**src/rtl/register_file_sync.sv**
```systemverilog
// register_file_sync: 32 x 32-bit architectural register file with two
// registered read ports, one write port, write-through forwarding and a
// read-valid strobe. Register 0 is hardwired to zero.
module register_file_sync #(
  parameter int DATA_WIDTH      = 32,
  parameter int REG_INDEX_WIDTH = 5
) (
  input  logic                       CLK,
  input  logic                       RST,
  input  logic                       READ,
  input  logic                       WRITE,
  input  logic [REG_INDEX_WIDTH-1:0] ADDR_R1,
  input  logic [REG_INDEX_WIDTH-1:0] ADDR_R2,
  input  logic [REG_INDEX_WIDTH-1:0] ADDR_W,
  input  logic [DATA_WIDTH-1:0]      DATA_W,
  output logic [DATA_WIDTH-1:0]      DATA_R1,
  output logic [DATA_WIDTH-1:0]      DATA_R2,
  output logic                       RD_VALID
);

  localparam int DEPTH = 2 ** REG_INDEX_WIDTH;

  logic [DATA_WIDTH-1:0] regs_q [DEPTH];
  logic [DATA_WIDTH-1:0] regs_d [DEPTH];
  logic [DATA_WIDTH-1:0] data_r1_q;
  logic [DATA_WIDTH-1:0] data_r1_d;
  logic [DATA_WIDTH-1:0] data_r2_q;
  logic [DATA_WIDTH-1:0] data_r2_d;
  logic                  rd_valid_q;
  logic                  rd_valid_d;
  logic                  wr_en_s;

  // A write to index 0 is dropped so register 0 can never hold non-zero data.
  assign wr_en_s = WRITE && (ADDR_W != {REG_INDEX_WIDTH{1'b0}});

  // 32-way word select with index 0 forced to zero and same-cycle write
  // data forwarded when the read index matches the active write index.
  function automatic logic [DATA_WIDTH-1:0] read_port(
    input logic [REG_INDEX_WIDTH-1:0] idx,
    input logic [DATA_WIDTH-1:0]      stored,
    input logic                       wr_en,
    input logic [REG_INDEX_WIDTH-1:0] wr_idx,
    input logic [DATA_WIDTH-1:0]      wr_data
  );
    logic [DATA_WIDTH-1:0] val;
    if (idx == {REG_INDEX_WIDTH{1'b0}}) begin
      val = {DATA_WIDTH{1'b0}};
    end else if (wr_en && (idx == wr_idx)) begin
      val = wr_data;
    end else begin
      val = stored;
    end
    return val;
  endfunction

  // Next-state for storage: load the addressed register on a valid write.
  always_comb begin
    regs_d = regs_q;
    if (wr_en_s) begin
      regs_d[ADDR_W] = DATA_W;
    end else begin
      regs_d = regs_q;
    end
  end

  // Next-state for read outputs: capture on READ, otherwise hold data and drop valid.
  always_comb begin
    data_r1_d  = data_r1_q;
    data_r2_d  = data_r2_q;
    rd_valid_d = 1'b0;
    if (READ) begin
      data_r1_d  = read_port(ADDR_R1, regs_q[ADDR_R1], wr_en_s, ADDR_W, DATA_W);
      data_r2_d  = read_port(ADDR_R2, regs_q[ADDR_R2], wr_en_s, ADDR_W, DATA_W);
      rd_valid_d = 1'b1;
    end else begin
      data_r1_d  = data_r1_q;
      data_r2_d  = data_r2_q;
      rd_valid_d = 1'b0;
    end
  end

  // State registers; reset wins over any read or write presented in the same cycle.
  always_ff @(posedge CLK) begin
    if (RST) begin
      for (int i = 0; i < DEPTH; i++) begin
        regs_q[i] <= {DATA_WIDTH{1'b0}};
      end
      data_r1_q  <= {DATA_WIDTH{1'b0}};
      data_r2_q  <= {DATA_WIDTH{1'b0}};
      rd_valid_q <= 1'b0;
    end else begin
      for (int i = 0; i < DEPTH; i++) begin
        regs_q[i] <= regs_d[i];
      end
      data_r1_q  <= data_r1_d;
      data_r2_q  <= data_r2_d;
      rd_valid_q <= rd_valid_d;
    end
  end

  assign DATA_R1  = data_r1_q;
  assign DATA_R2  = data_r2_q;
  assign RD_VALID = rd_valid_q;

endmodule

```
**config.mk**
```make
export PLATFORM = sky130hd
export DESIGN_NAME = register_file_sync
export DESIGN_NICKNAME = d
export VERILOG_FILES = /design/src/rtl/register_file_sync.sv
export SDC_FILE = /design/constraint.sdc
export NUM_CORES = 2
export LEC_CHECK = 0
export CELL_PAD_IN_SITES_DETAIL_PLACEMENT = 0
export CELL_PAD_IN_SITES_GLOBAL_PLACEMENT = 2
export CORE_MARGIN = 10
export CORE_UTILIZATION = 39
export DETAILED_ROUTE_END_ITERATION = 7
export PLACE_DENSITY = 0.85
export SYNTH_ARGS = -nofsm -noshare
export SYNTH_HDL_FRONTEND = slang
export SYNTH_SLANG_ARGS = --single-unit
```
**constraint.sdc**
```tcl
create_clock -name CLK -period 2.9 [get_ports CLK]
set_clock_uncertainty 0.1 [all_clocks]
set_input_delay 0.29 -clock CLK [delete_from_list [all_inputs] [get_ports CLK]]
set_output_delay 0.29 -clock CLK [all_outputs]
set_load 0.03 [all_outputs]
```
==> results.md <==
- Fmax: 402 MHz
- H-tree depth: 3
- Syn-to-layout area delta: 15.6%
- Syn_nets: 6150
- Final wirelength: 219000 um
- WP data required: 3.49 ns
- Mux cell area share after synthesis: 21.2%
- Simple-gate share of the synthesized area: 17.0%
- Combinational family with the most area after synthesis: multiplexers
- Largest net degree at the start of global routing: 201
- RSZ-0062 raised after global routing: no
- Crit path largest cell delay: 0.80 ns
- Design Power: 33.5 mW
- GP Congestion: 0.873
- Die area: 152000 um2
- Max cap viols: 0
- Worst path slowest cell: a211oi_1
- Syn Inst Count: 6099
- TritonCTS Sinks: 1089
- Final antenna-violating net count: 0
- Reg clk slew, reported paths: 0.06 ns
- Syn Area/Cell: 8.78 um2
- Period Utilization, post-route: 85.7%
- Met2 Resource Use GR: 40.9%
- Initial Util: 39.4%
- Sequential area share after synthesis: 40.7%
- Die Y: 390 um
- DRT iter0 DRCs: 6057
- Post-route setup TNS: 0 ns
- Status: complete, no violations
- CTS tree: built
- Primary FF master, synth: dfxtp_1
- Area contributors post-synth: dfxtp_1, mux4_2, nand2_1
- PwrDens: 542 nW/um2
- Worst-Margin Slew: 1.44 ns
- XOR/XNOR Fraction of Synth Area: 0.164%
- Non-filler cells, final: 7873
- Max Buffers Root-to-Sink: 3
- Vias in the first global route: 45.2k
- Crit path DAT: 3.07 ns
- Fin util: 45.5%
- GRT Max-Usage Layer: met2
- Vias/cell: 6.13
- Drt first pass iters: 6
- Routed vias: 48.2k
- Asr flop ratio synth: 0%
- Area fraction of the dominant cell type after synthesis: 40.7%
- Leak: 20.1 nW
- Layout cell share with drive strength beyond 1: 17.0%
- Met3 Resource Use GR: 7.03%
- Mapped cell area: 53500 um2
- Final instance area: 61900 um2
- Ys Warns: 0
- Commonest non-fill, non-tap cell in the layout: nand2_1
- Adder-cell share of the synthesized area: 0%
- Residual DRC: 0
- Layout net count: 6046
- PostCTS Resize Cnt: 0
- Die Wd: 390 um
- Flop2flop setup slack: 0.86 ns
- Area fraction in compound gates after synthesis: 15.6%
- Top Ports: 116
- Post-DP HPWL: 127000 um
- # setup viols final: 0
- Min cycle time layout: 2.49 ns
- EDFF count, synth: 0
- Most frequent cells in the layout: nand2_1, dfxtp_1, a21oi_1
- Gr ovfl total: 0
- Peak supply drop: 0.490 mV
- I/O Buffers: 115
- Clock Latency Late Sink: 0.74 ns
- Critical Setup Path Class: input port to register
- First-pass GRT wire length: 316000 um
- Cell row count: 135
- Worst setup EP type: register
- Hold Path Class: input port to register
- Top cell type by total area after synthesis: dfxtp_1
- Routed WL per cell: 27.8 um
- Critical path's top delay family: compound AO/OA/AOI/OAI gates
- CP max FO: 32
- Library cells used by synthesis: 39
- Worst slew margin: 3.91%
- Placed Area: 58000 um2
- Number of synthesized register bits: 1089
- Core area: 136000 um2
- Initial antenna violation count: 4
- Worst path cell trace: clkdlybuf4s50_1 > or2_2 > o21ai_2 > nor3_2 > buf_4 > a211oi_1 > or3_1
- Root Buffer: clkbuf_16
- Inserted Clock Buffers: 118
- Inst Count DP: 7655
- Worst path bufs/invs: 2
- Pins Over Slew Limit: 0
- M1 GR Usage: 38.2%
- Tot GR Track Use: 27.6%
- Final Hold Fails: 0
- CP Launch Type: input port
- # fillers: 12.9k
worst register-to-register path: stages (launching register included):
cell	delay, ns
dfxtp_1	0.35
mux2i_1	0.08
a221oi_1	0.55
a22oi_1	0.15
buf_4	0.17
a21oi_1	0.39
or3_1	0.20
kinds of logic after synthesis:
| group | count (synthesis) |
|---|---|
| buf+inv | 655 |
| compound gates | 1447 |
| flops | 1089 |
| mux | 576 |
| simple gates | 2322 |
| xor+xnor | 10 |
cell usage after synthesis, types with 33 or more instances:
cell type and n:
nand2_1 2115, dfxtp_1 1089, a21oi_1 1024, mux4_2 448, clkbuf_1 415, a22oi_1 256
buf_2 176, mux2i_1 128, nand3_1 69, a221oi_1 64, nor2_1 38, nor2b_1 38
o21ai_0 33, or3_1 33
power by group:
part | switching [mW] | internal, mW | total [mW] | leakage, nW
logic | 1.92 | 0.925 | 2.85 | 9.41
clock network | 6.56 | 8.95 | 15.5 | 1.95
registers | 0.104 | 15.1 | 15.2 | 8.78
total | 8.58 | 25.0 | 33.5 | 20.1
metal layers:
metal / share of wire, % / up-vias / wire length [um]
met2: 43 / 2638 / 94700
met1: 41 / 24000 / 90300
met3: 11 / 454 / 24200
met5: 0.011 / - / 25
met4: 4.3 / 4 / 9290
li1: - / 21200 / -
metrics by stage:
stage | hold slack [ns] | setup WS, ns
3_5_place_dp | 0.357 | -0.218
3_3_place_gp | 0.348 | -0.203
4_1_cts | 0.143 | 0.453
5_1_grt | 0.180 | 0.394
6_report | 0.181 | 0.415
2_1_floorplan | 0.343 | 0.682
sequential cells by signal, summed over array words and instances, names as in the netlist:
name	flops
DATA_R1	32
DATA_R2	32
RD_VALID	1
regs_q	1024
final timing paths:
check | startpoint | end | cells after the start
setup / recovery | ADDR_W[1] | DATA_R2[29]$_SDFFE_PP0P_ | 7
hold / removal | DATA_W[19] | regs_q[115]$_SDFFE_PP0P_ | 3
setup reg to reg | regs_q[181]$_SDFFE_PP0P_ | DATA_R2[21]$_SDFFE_PP0P_ | 6
hold reg to reg | regs_q[263]$_SDFFE_PP0P_ | regs_q[263]$_SDFFE_PP0P_ | 2
repair_timing:
item / in CTS / in global routing
endpoints found under the hold margin: 43 / 0
hold buffers: 1 / 0
setup buffers: 0 / 0
layout make-up:
cell class                      count  area [um2]  area share (%)
Inverter                            2        7.51          0.0121
Clock inverter                     31         338           0.546
Multi-Input combinational cell   4355       29300            47.3
Tap cell                         1781        2230            3.60
Clock buffer                      184        3580            5.79
Sequential cell                  1089       21800            35.2
Timing Repair Buffer              429        4650            7.52
Antenna cell                        2        5.00         0.00809
No activity file was read; power rests on OpenSTA's default activity.
